**src/rtl/ro_bank_scheduler_pkg.sv**
```systemverilog
// Shared types and defaults for the ring-oscillator bank scheduler.
// The heater option is selected by RO_SCHED_HEATER_EN in the top-level file.
package ro_sched_pkg;

  typedef enum logic [1:0] {
    IDLE,
    SETTLE,
    GATE,
    REPORT
  } ro_state_e;

  localparam int unsigned N_RO_DEF          = 145;
  localparam int unsigned IDX_W_DEF         = 8;
  localparam int unsigned CNT_W_DEF         = 16;
  localparam int unsigned SETTLE_CYCLES_DEF = 16;
  localparam int unsigned GATE_CYCLES_DEF   = 1024;

  // Widest bank supported; callers size-cast the result down to N_RO.
  localparam int unsigned ONEHOT_W = 1024;

  function automatic logic [ONEHOT_W-1:0] onehot(input int unsigned idx);
    return ONEHOT_W'(1) << idx;
  endfunction

endpackage

```
**src/rtl/ro_bank_scheduler_if.sv**
```systemverilog
// Host-side control and result bus of the ring-oscillator bank scheduler.
interface ro_bank_scheduler_if #(
  parameter int unsigned IDX_W = 8,
  parameter int unsigned CNT_W = 16
);

  logic             start;
  logic             abort;
  logic [IDX_W-1:0] start_idx;
  logic [IDX_W-1:0] end_idx;
  logic             busy;
  logic             done;
  logic             err;
  logic             res_valid;
  logic [IDX_W-1:0] res_idx;
  logic [CNT_W-1:0] res_count;
  logic             res_ovf;

  modport master (
    output start, abort, start_idx, end_idx,
    input  busy, done, err, res_valid, res_idx, res_count, res_ovf
  );

  modport slave (
    input  start, abort, start_idx, end_idx,
    output busy, done, err, res_valid, res_idx, res_count, res_ovf
  );

endinterface

```
**src/rtl/ro_bank_scheduler_edge_counter.sv**
```systemverilog
// Synchronises the selected oscillator output and counts its rising edges,
// saturating at the top of the counter range.
module ro_edge_counter #(
  parameter int unsigned CNT_W = 16
) (
  input  logic             clk,
  input  logic             rst,
  input  logic             clr,
  input  logic             cnt_en,
  input  logic             async_in,
  output logic [CNT_W-1:0] count,
  output logic             ovf
);

  logic [2:0]       sync_q;
  logic [CNT_W-1:0] count_q;
  logic             ovf_q;
  logic             rise;

  // sync_q[1:0] form the synchroniser; sync_q[2] is the edge-detect history.
  assign rise = sync_q[1] & ~sync_q[2];

  always_ff @(posedge clk or posedge rst) begin
    if (rst) begin
      sync_q  <= '0;
      count_q <= '0;
      ovf_q   <= 1'b0;
    end else begin
      sync_q <= {sync_q[1:0], async_in};
      if (clr) begin
        count_q <= '0;
        ovf_q   <= 1'b0;
      end else if (cnt_en && rise) begin
        if (count_q == '1) begin
          ovf_q <= 1'b1;
        end else begin
          count_q <= count_q + CNT_W'(1);
        end
      end
    end
  end

  assign count = count_q;
  assign ovf   = ovf_q;

endmodule

```
**src/rtl/ro_bank_scheduler.sv**
```systemverilog
// Sweeps the ring-oscillator bank one instance at a time and reports an edge
// count per oscillator. Define RO_SCHED_HEATER_EN to add the bank-heater input.
module ro_bank_scheduler
  import ro_sched_pkg::*;
#(
  parameter int unsigned N_RO          = N_RO_DEF,
  parameter int unsigned IDX_W         = IDX_W_DEF,
  parameter int unsigned CNT_W         = CNT_W_DEF,
  parameter int unsigned SETTLE_CYCLES = SETTLE_CYCLES_DEF,
  parameter int unsigned GATE_CYCLES   = GATE_CYCLES_DEF
) (
  input  logic              clk,
  input  logic              rst,
  ro_bank_scheduler_if.slave host,
`ifdef RO_SCHED_HEATER_EN
  input  logic              heater,
`endif
  input  logic              ro_in,
  output logic [N_RO-1:0]   ro_en,
  output logic [IDX_W-1:0]  ro_sel
);

  localparam int unsigned TMR_MAX = (SETTLE_CYCLES > GATE_CYCLES) ? SETTLE_CYCLES : GATE_CYCLES;
  localparam int unsigned TMR_W   = $clog2(TMR_MAX + 1);
  localparam logic [TMR_W-1:0] SETTLE_LD = TMR_W'(SETTLE_CYCLES - 1);
  localparam logic [TMR_W-1:0] GATE_LD   = TMR_W'(GATE_CYCLES - 1);

  ro_state_e        state_q;
  logic [TMR_W-1:0] tmr_q;
  logic [IDX_W-1:0] ro_sel_q;
  logic [IDX_W-1:0] end_q;
  logic [N_RO-1:0]  ro_en_q;
  logic             busy_q;
  logic             done_q;
  logic             err_q;
  logic             rv_q;
  logic [IDX_W-1:0] res_idx_q;
  logic             heater_on;
  logic             range_ok;
  logic             last;
  logic [IDX_W-1:0] sel_next;

`ifdef RO_SCHED_HEATER_EN
  assign heater_on = heater;
`else
  assign heater_on = 1'b0;
`endif

  assign range_ok = (host.start_idx <= host.end_idx) && (32'(host.end_idx) < N_RO);
  assign last     = (ro_sel_q == end_q);
  assign sel_next = ro_sel_q + IDX_W'(1);

  always_ff @(posedge clk or posedge rst) begin
    if (rst) begin
      state_q   <= IDLE;
      tmr_q     <= '0;
      ro_sel_q  <= '0;
      end_q     <= '0;
      ro_en_q   <= '0;
      busy_q    <= 1'b0;
      done_q    <= 1'b0;
      err_q     <= 1'b0;
      rv_q      <= 1'b0;
      res_idx_q <= '0;
    end else begin
      done_q <= 1'b0;
      err_q  <= 1'b0;
      rv_q   <= 1'b0;
      case (state_q)
        IDLE: begin
          ro_en_q <= heater_on ? '1 : '0;
          // abort in the same cycle suppresses start, including its err pulse
          if (host.start && !host.abort && !heater_on) begin
            if (range_ok) begin
              state_q  <= SETTLE;
              tmr_q    <= SETTLE_LD;
              ro_sel_q <= host.start_idx;
              end_q    <= host.end_idx;
              ro_en_q  <= N_RO'(onehot(32'(host.start_idx)));
              busy_q   <= 1'b1;
            end else begin
              err_q <= 1'b1;
            end
          end
        end
        SETTLE: begin
          if (host.abort) begin
            state_q <= IDLE;
            ro_en_q <= '0;
            busy_q  <= 1'b0;
          end else if (tmr_q == '0) begin
            state_q <= GATE;
            tmr_q   <= GATE_LD;
          end else begin
            tmr_q <= tmr_q - TMR_W'(1);
          end
        end
        GATE: begin
          if (host.abort) begin
            state_q <= IDLE;
            ro_en_q <= '0;
            busy_q  <= 1'b0;
          end else if (tmr_q == '0) begin
            // Result strobe and done are set on REPORT entry so they line up
            // with the REPORT cycle and the final count.
            state_q   <= REPORT;
            ro_en_q   <= '0;
            rv_q      <= 1'b1;
            res_idx_q <= ro_sel_q;
            if (last) begin
              done_q <= 1'b1;
              busy_q <= 1'b0;
            end
          end else begin
            tmr_q <= tmr_q - TMR_W'(1);
          end
        end
        REPORT: begin
          if (host.abort || last) begin
            state_q <= IDLE;
            busy_q  <= 1'b0;
          end else begin
            state_q  <= SETTLE;
            tmr_q    <= SETTLE_LD;
            ro_sel_q <= sel_next;
            ro_en_q  <= N_RO'(onehot(32'(sel_next)));
          end
        end
        default: begin
          state_q <= IDLE;
          ro_en_q <= '0;
          busy_q  <= 1'b0;
        end
      endcase
    end
  end

  ro_edge_counter #(
    .CNT_W(CNT_W)
  ) u_cnt (
    .clk      (clk),
    .rst      (rst),
    .clr      (state_q == SETTLE),
    .cnt_en   (state_q == GATE),
    .async_in (ro_in),
    .count    (host.res_count),
    .ovf      (host.res_ovf)
  );

  assign ro_en          = ro_en_q;
  assign ro_sel         = ro_sel_q;
  assign host.busy      = busy_q;
  assign host.done      = done_q;
  assign host.err       = err_q;
  assign host.res_valid = rv_q;
  assign host.res_idx   = res_idx_q;

endmodule

```
**src/flat_wrapper.sv**
```systemverilog
// flat-port wrapper written by rule: the top's interface ports become plain ports
module ro_bank_scheduler_flat import ro_sched_pkg::*;
#(
  parameter int unsigned N_RO          = N_RO_DEF,
  parameter int unsigned IDX_W         = IDX_W_DEF,
  parameter int unsigned CNT_W         = CNT_W_DEF,
  parameter int unsigned SETTLE_CYCLES = SETTLE_CYCLES_DEF,
  parameter int unsigned GATE_CYCLES   = GATE_CYCLES_DEF
)
  (clk, rst, ro_in, ro_en, ro_sel, host_start, host_abort, host_start_idx, host_end_idx, host_busy, host_done, host_err, host_res_valid, host_res_idx, host_res_count, host_res_ovf);
  ro_bank_scheduler_if #(.IDX_W(IDX_W), .CNT_W(CNT_W)) host_i ();
  input  logic clk;
  input  logic rst;
  input  logic ro_in;
  output logic [N_RO-1:0] ro_en;
  output logic [IDX_W-1:0] ro_sel;
  input wire logic [$bits(host_i.start)-1:0] host_start;
  input wire logic [$bits(host_i.abort)-1:0] host_abort;
  input wire logic [$bits(host_i.start_idx)-1:0] host_start_idx;
  input wire logic [$bits(host_i.end_idx)-1:0] host_end_idx;
  output wire logic [$bits(host_i.busy)-1:0] host_busy;
  output wire logic [$bits(host_i.done)-1:0] host_done;
  output wire logic [$bits(host_i.err)-1:0] host_err;
  output wire logic [$bits(host_i.res_valid)-1:0] host_res_valid;
  output wire logic [$bits(host_i.res_idx)-1:0] host_res_idx;
  output wire logic [$bits(host_i.res_count)-1:0] host_res_count;
  output wire logic [$bits(host_i.res_ovf)-1:0] host_res_ovf;
  assign host_i.start = host_start;
  assign host_i.abort = host_abort;
  assign host_i.start_idx = host_start_idx;
  assign host_i.end_idx = host_end_idx;
  assign host_busy = host_i.busy;
  assign host_done = host_i.done;
  assign host_err = host_i.err;
  assign host_res_valid = host_i.res_valid;
  assign host_res_idx = host_i.res_idx;
  assign host_res_count = host_i.res_count;
  assign host_res_ovf = host_i.res_ovf;
  ro_bank_scheduler #(.N_RO(N_RO), .IDX_W(IDX_W), .CNT_W(CNT_W), .SETTLE_CYCLES(SETTLE_CYCLES), .GATE_CYCLES(GATE_CYCLES)) u_core (.clk(clk), .rst(rst), .host(host_i), .ro_in(ro_in), .ro_en(ro_en), .ro_sel(ro_sel));
endmodule
```
**config.mk**
```make
export PLATFORM = sky130hd
export DESIGN_NAME = ro_bank_scheduler_flat
export DESIGN_NICKNAME = d
export VERILOG_FILES = /design/src/rtl/ro_bank_scheduler_pkg.sv /design/src/rtl/ro_bank_scheduler_if.sv /design/src/rtl/ro_bank_scheduler_edge_counter.sv /design/src/rtl/ro_bank_scheduler.sv /design/src/flat_wrapper.sv
export SDC_FILE = /design/constraint.sdc
export NUM_CORES = 1
export LEC_CHECK = 0
export ABC_AREA = 1
export CAP_MARGIN = 30
export CORE_ASPECT_RATIO = 1.1
export CORE_MARGIN = 1
export CORE_UTILIZATION = 40
export DETAILED_ROUTE_END_ITERATION = 16
export HOLD_SLACK_MARGIN = 0.06
export MAX_ROUTING_LAYER = met4
export PLACE_DENSITY = 0.72
export SYNTH_ARGS = -nofsm -noshare
export SYNTH_HDL_FRONTEND = slang
export SYNTH_HIERARCHICAL = 1
export SYNTH_SLANG_ARGS = --single-unit
```
**constraint.sdc**
```tcl
create_clock -name clk -period 6.31 [get_ports clk]
set_input_delay 0.631 -clock clk [delete_from_list [all_inputs] [get_ports clk]]
set_output_delay 0.631 -clock clk [all_outputs]
set_load 0.005 [all_outputs]
```
==> results.md <==
* Yosys warns at 6
* Routed WL per cell at 19.4 um
* Num CTS Buffers at 25
* Reg power frac at 30.3%
* F_max at 267 MHz
* WP data required at 6780 ps
* Number of global-route vias before repair at 13372
* CP arrival at 4220 ps
* Comb power frac at 45.5%
* Congestion Overflow GR at 0
* Type of origin of the critical path: flip-flop
* Syn Inst Count at 2056
* Syn Nets at 2098
* CTS root buf: clkbuf_16
* Post-synthesis xor/xnor area fraction at 0.718%
* Worst-path clk slew at 60 ps
* M2 GR Usage at 47.5%
* Die area at 33800 um^2
* Most area-consuming cells after synthesis: dfrtp_1 (39%), nand2_1 (21%), nor2_1 (10%), nand3_1 (5.8%), nand4_1 (5.2%)
* Pint at 3.48 mW
* Post-DRT Antenna Nets at 0
* GRT busiest layer: met2
* First-pass GRT wire length at 77500 um
* Total routed wirelength at 50700 um
* Total track usage at 30.7%
* DRC viols at 0
* Seq/Total Area, Yosys at 38.9%
* 1st-iter DRT viols at 1444
* Cell Rows at 69
* Starting Density at 40.8%
* Multi-input logic area at 6850 um^2
* Clock latency on the worst-skew pair at 540 ps
* Simple-Gate Fraction of Synth Area at 44.0%
* Final hold vios at 0
* DIE HEIGHT at 193 um
* IO Port Bufs at 202
* Post-synthesis compound-gate area fraction at 4.90%
* Synth Area in Adders at 1.98%
* Prevailing post-synth register cell: dfrtp_1
* P_leak at 7.76 nW
* Final number of setup-violating endpoints at 0
* Pin count of the biggest net entering global routing at 192
* CTS Sinks at 206
* Post-CTS Setup Repair Bufs at 0
* Post-CTS Hold Buffers at 0
* Most numerous cell in the Yosys netlist: nand2_1
* Met3 GRT Util at 5.22%
* Via/cell ratio at 5.45
* RSZ-0062 raised after global routing: false
* Max stage delay on crit path at 770 ps
* Net switching power at 2.78 mW
* Maximum Capacitance Violations at 0
* Largest family of logic cells by synthesized area: simple AND/OR/NAND/NOR gates
* Total power at 6.26 mW
* Post-CTS Resized at 0
* Sum of negative setup slack at 0 ps
* Max H-tree Level at 1
* Layout cell share with drive strength beyond 1 at 4.88%
* Initial DRT Pass Iterations at 7
* Longest Clk Path Bufs at 3
* Max-slew headroom at 26.2%
* Chip Width at 176 um
* Layout Utilization at 50.1%
* Reg area at 5150 um^2
* Ys async rst share at 100%
* Worst Hold Class: reg -> reg
* WS Path Type: reg -> reg
* Initial antenna violation count at 1
* Mean Syn Cell Area at 6.44 um^2
* Core box area at 32500 um^2
* Nature of the critical path endpoint: flip-flop
* Io pins at 203
* Max Fanout on Critical Path at 41
* HPWL Detailed at 34700 um
* Status: finished clean
* Mapped cell area at 13200 um^2
* Fin crit share at 59.4%
* #FFs+latches synth at 206
* Top cell type's share of synthesized area at 38.9%
* Netlist cell types at 33
* Fin. max-slew vios at 0
* Minimum clock period at 3750 ps
* Top post-synthesis cells by count: nand2_1 (726), nor2_1 (360), dfrtp_1 (206)
* Area growth syn-to-layout at 22.7%
* Met1 Use GR at 38.0%
* Total power divided by cell area at 385 nW/um^2
* Number of synthesized flops with an enable pin at 0
* Yosys top cell by area: dfrtp_1
* Nets at 2219
* DR vias at 14296
* CP max-delay cell: inv_2
* Number of fill cells in the layout at 3342
* Mux cell area share after synthesis at 0%
* Clock tree from TritonCTS: yes
* Switch share at 44.4%
* Worst clock skew at 12.3 ps
* Clock power share at 24.2%
* Gp weighted congestion at 1.01
* Most frequent CP cell: nand2_1
* Worst VDD drop at 0.341 mV
* Worst-margin pin slew at 1100 ps
* Crit-path cells: inv_1, ha_1, inv_1, nor2_2, nand2_1, inv_2, nand4_1, o21ai_0, nand2_1, nand2_1
[metal layers]
metal	up-vias	part of all wire, %
li1	6728	-
met1	6637	40
met2	752	45
met3	179	8.1
met4	0	6.3
met5	-	0
[critical path: cells and delay by family, from the launching register on]
kind                     cells  cell delay (ps)
buffers and inverters        3             1010
AND/OR/NAND/NOR              5             1430
AO/OA/AOI/OAI                1              510
flip-flops                   1              420
adder cells (fa/ha/maj)      1              300
[placed cells by master (no fill, tap or decap), types with 4 or more instances in the layout]
master | netlist | final
nor3_1 | 9 | 9
clkbuf_16 | 0 | 25
or2_2 | 14 | 14
o21ai_1 | 13 | 13
ha_1 | 21 | 21
nand4_1 | 110 | 110
inv_1 | 156 | 155
xnor2_1 | 4 | 4
clkinvlp_4 | 0 | 4
nand3_1 | 153 | 152
dfrtp_1 | 206 | 206
nand3b_1 | 7 | 7
xor2_1 | 5 | 5
buf_4 | 8 | 18
clkinv_2 | 0 | 4
bufinv_16 | 0 | 4
o21ai_0 | 93 | 93
inv_2 | 12 | 12
nor2_2 | 9 | 9
nand2_1 | 726 | 726
nor2_1 | 360 | 360
clkdlybuf4s50_1 | 0 | 201
clkbuf_1 | 65 | 4
a21oi_1 | 13 | 12
[worst paths after layout]
check	endpoint	slack, ps	start	cells past startpoint
setup / recovery	u_core/ro_en[50]	2560	u_core/state_q[0]	10
hold / removal	u_core/u_cnt/sync_q[1]	360	u_core/u_cnt/sync_q[0]	0
setup reg to reg	u_core/ro_en[50]	2560	u_core/state_q[0]	10
hold reg to reg	u_core/u_cnt/sync_q[1]	360	u_core/u_cnt/sync_q[0]	0
max in group asynchronous	u_core/ro_en[98]	4550	rst	3
min in group asynchronous	u_core/host.res_valid	620	rst	2
[per-stage QoR]
step	hold WS, ps	instances	instance area, um^2	worst slack, ps
CTS	360	2619	16200	2520
detailed placement	347	2575	15400	1970
global route	370	2621	16300	2420
finish	358	2621	16300	2560
global placement	333	2575	15400	1980
floorplan	331	2056	13200	622
[cell type report]
cell class / instances / area share (%)
inverter: 170 / 3.96
timing repair buffer: 223 / 13.7
tap: 426 / 3.28
clock buffer: 32 / 4.20
multi-input combinational: 1551 / 42.1
clock inverter: 12 / 1.05
antenna: 1 / 0.0154
sequential: 206 / 31.7
[sequential cells by signal, summed over array words and instances (netlist names), 2 cells and up]
signal               flops
u_core/u_cnt/count      16
u_core/ro_en           145
u_core/state_q           2
u_core/tmr_q            11
u_core/ro_sel            8
u_core/end_q             8
u_core/u_cnt/sync_q      3
u_core/host.res_idx      8
[power by group through the flow]
stage	Combinational, mW	Sequential [mW]	Clock, mW
3_5_place_dp	2.80	1.92	0
2_1_floorplan	1.79	1.84	0
3_3_place_gp	2.76	1.91	0
6_report	2.85	1.89	1.51
4_1_cts	2.82	1.90	1.54
5_1_grt	3.16	1.93	1.59
[cell families after synthesis]
group	after synthesis
simple gates	1394
xor+xnor	10
buf+inv	299
compound gates	126
fa+ha+maj	21
flops	206
Note: power is estimated with default switching activity, not from simulation.
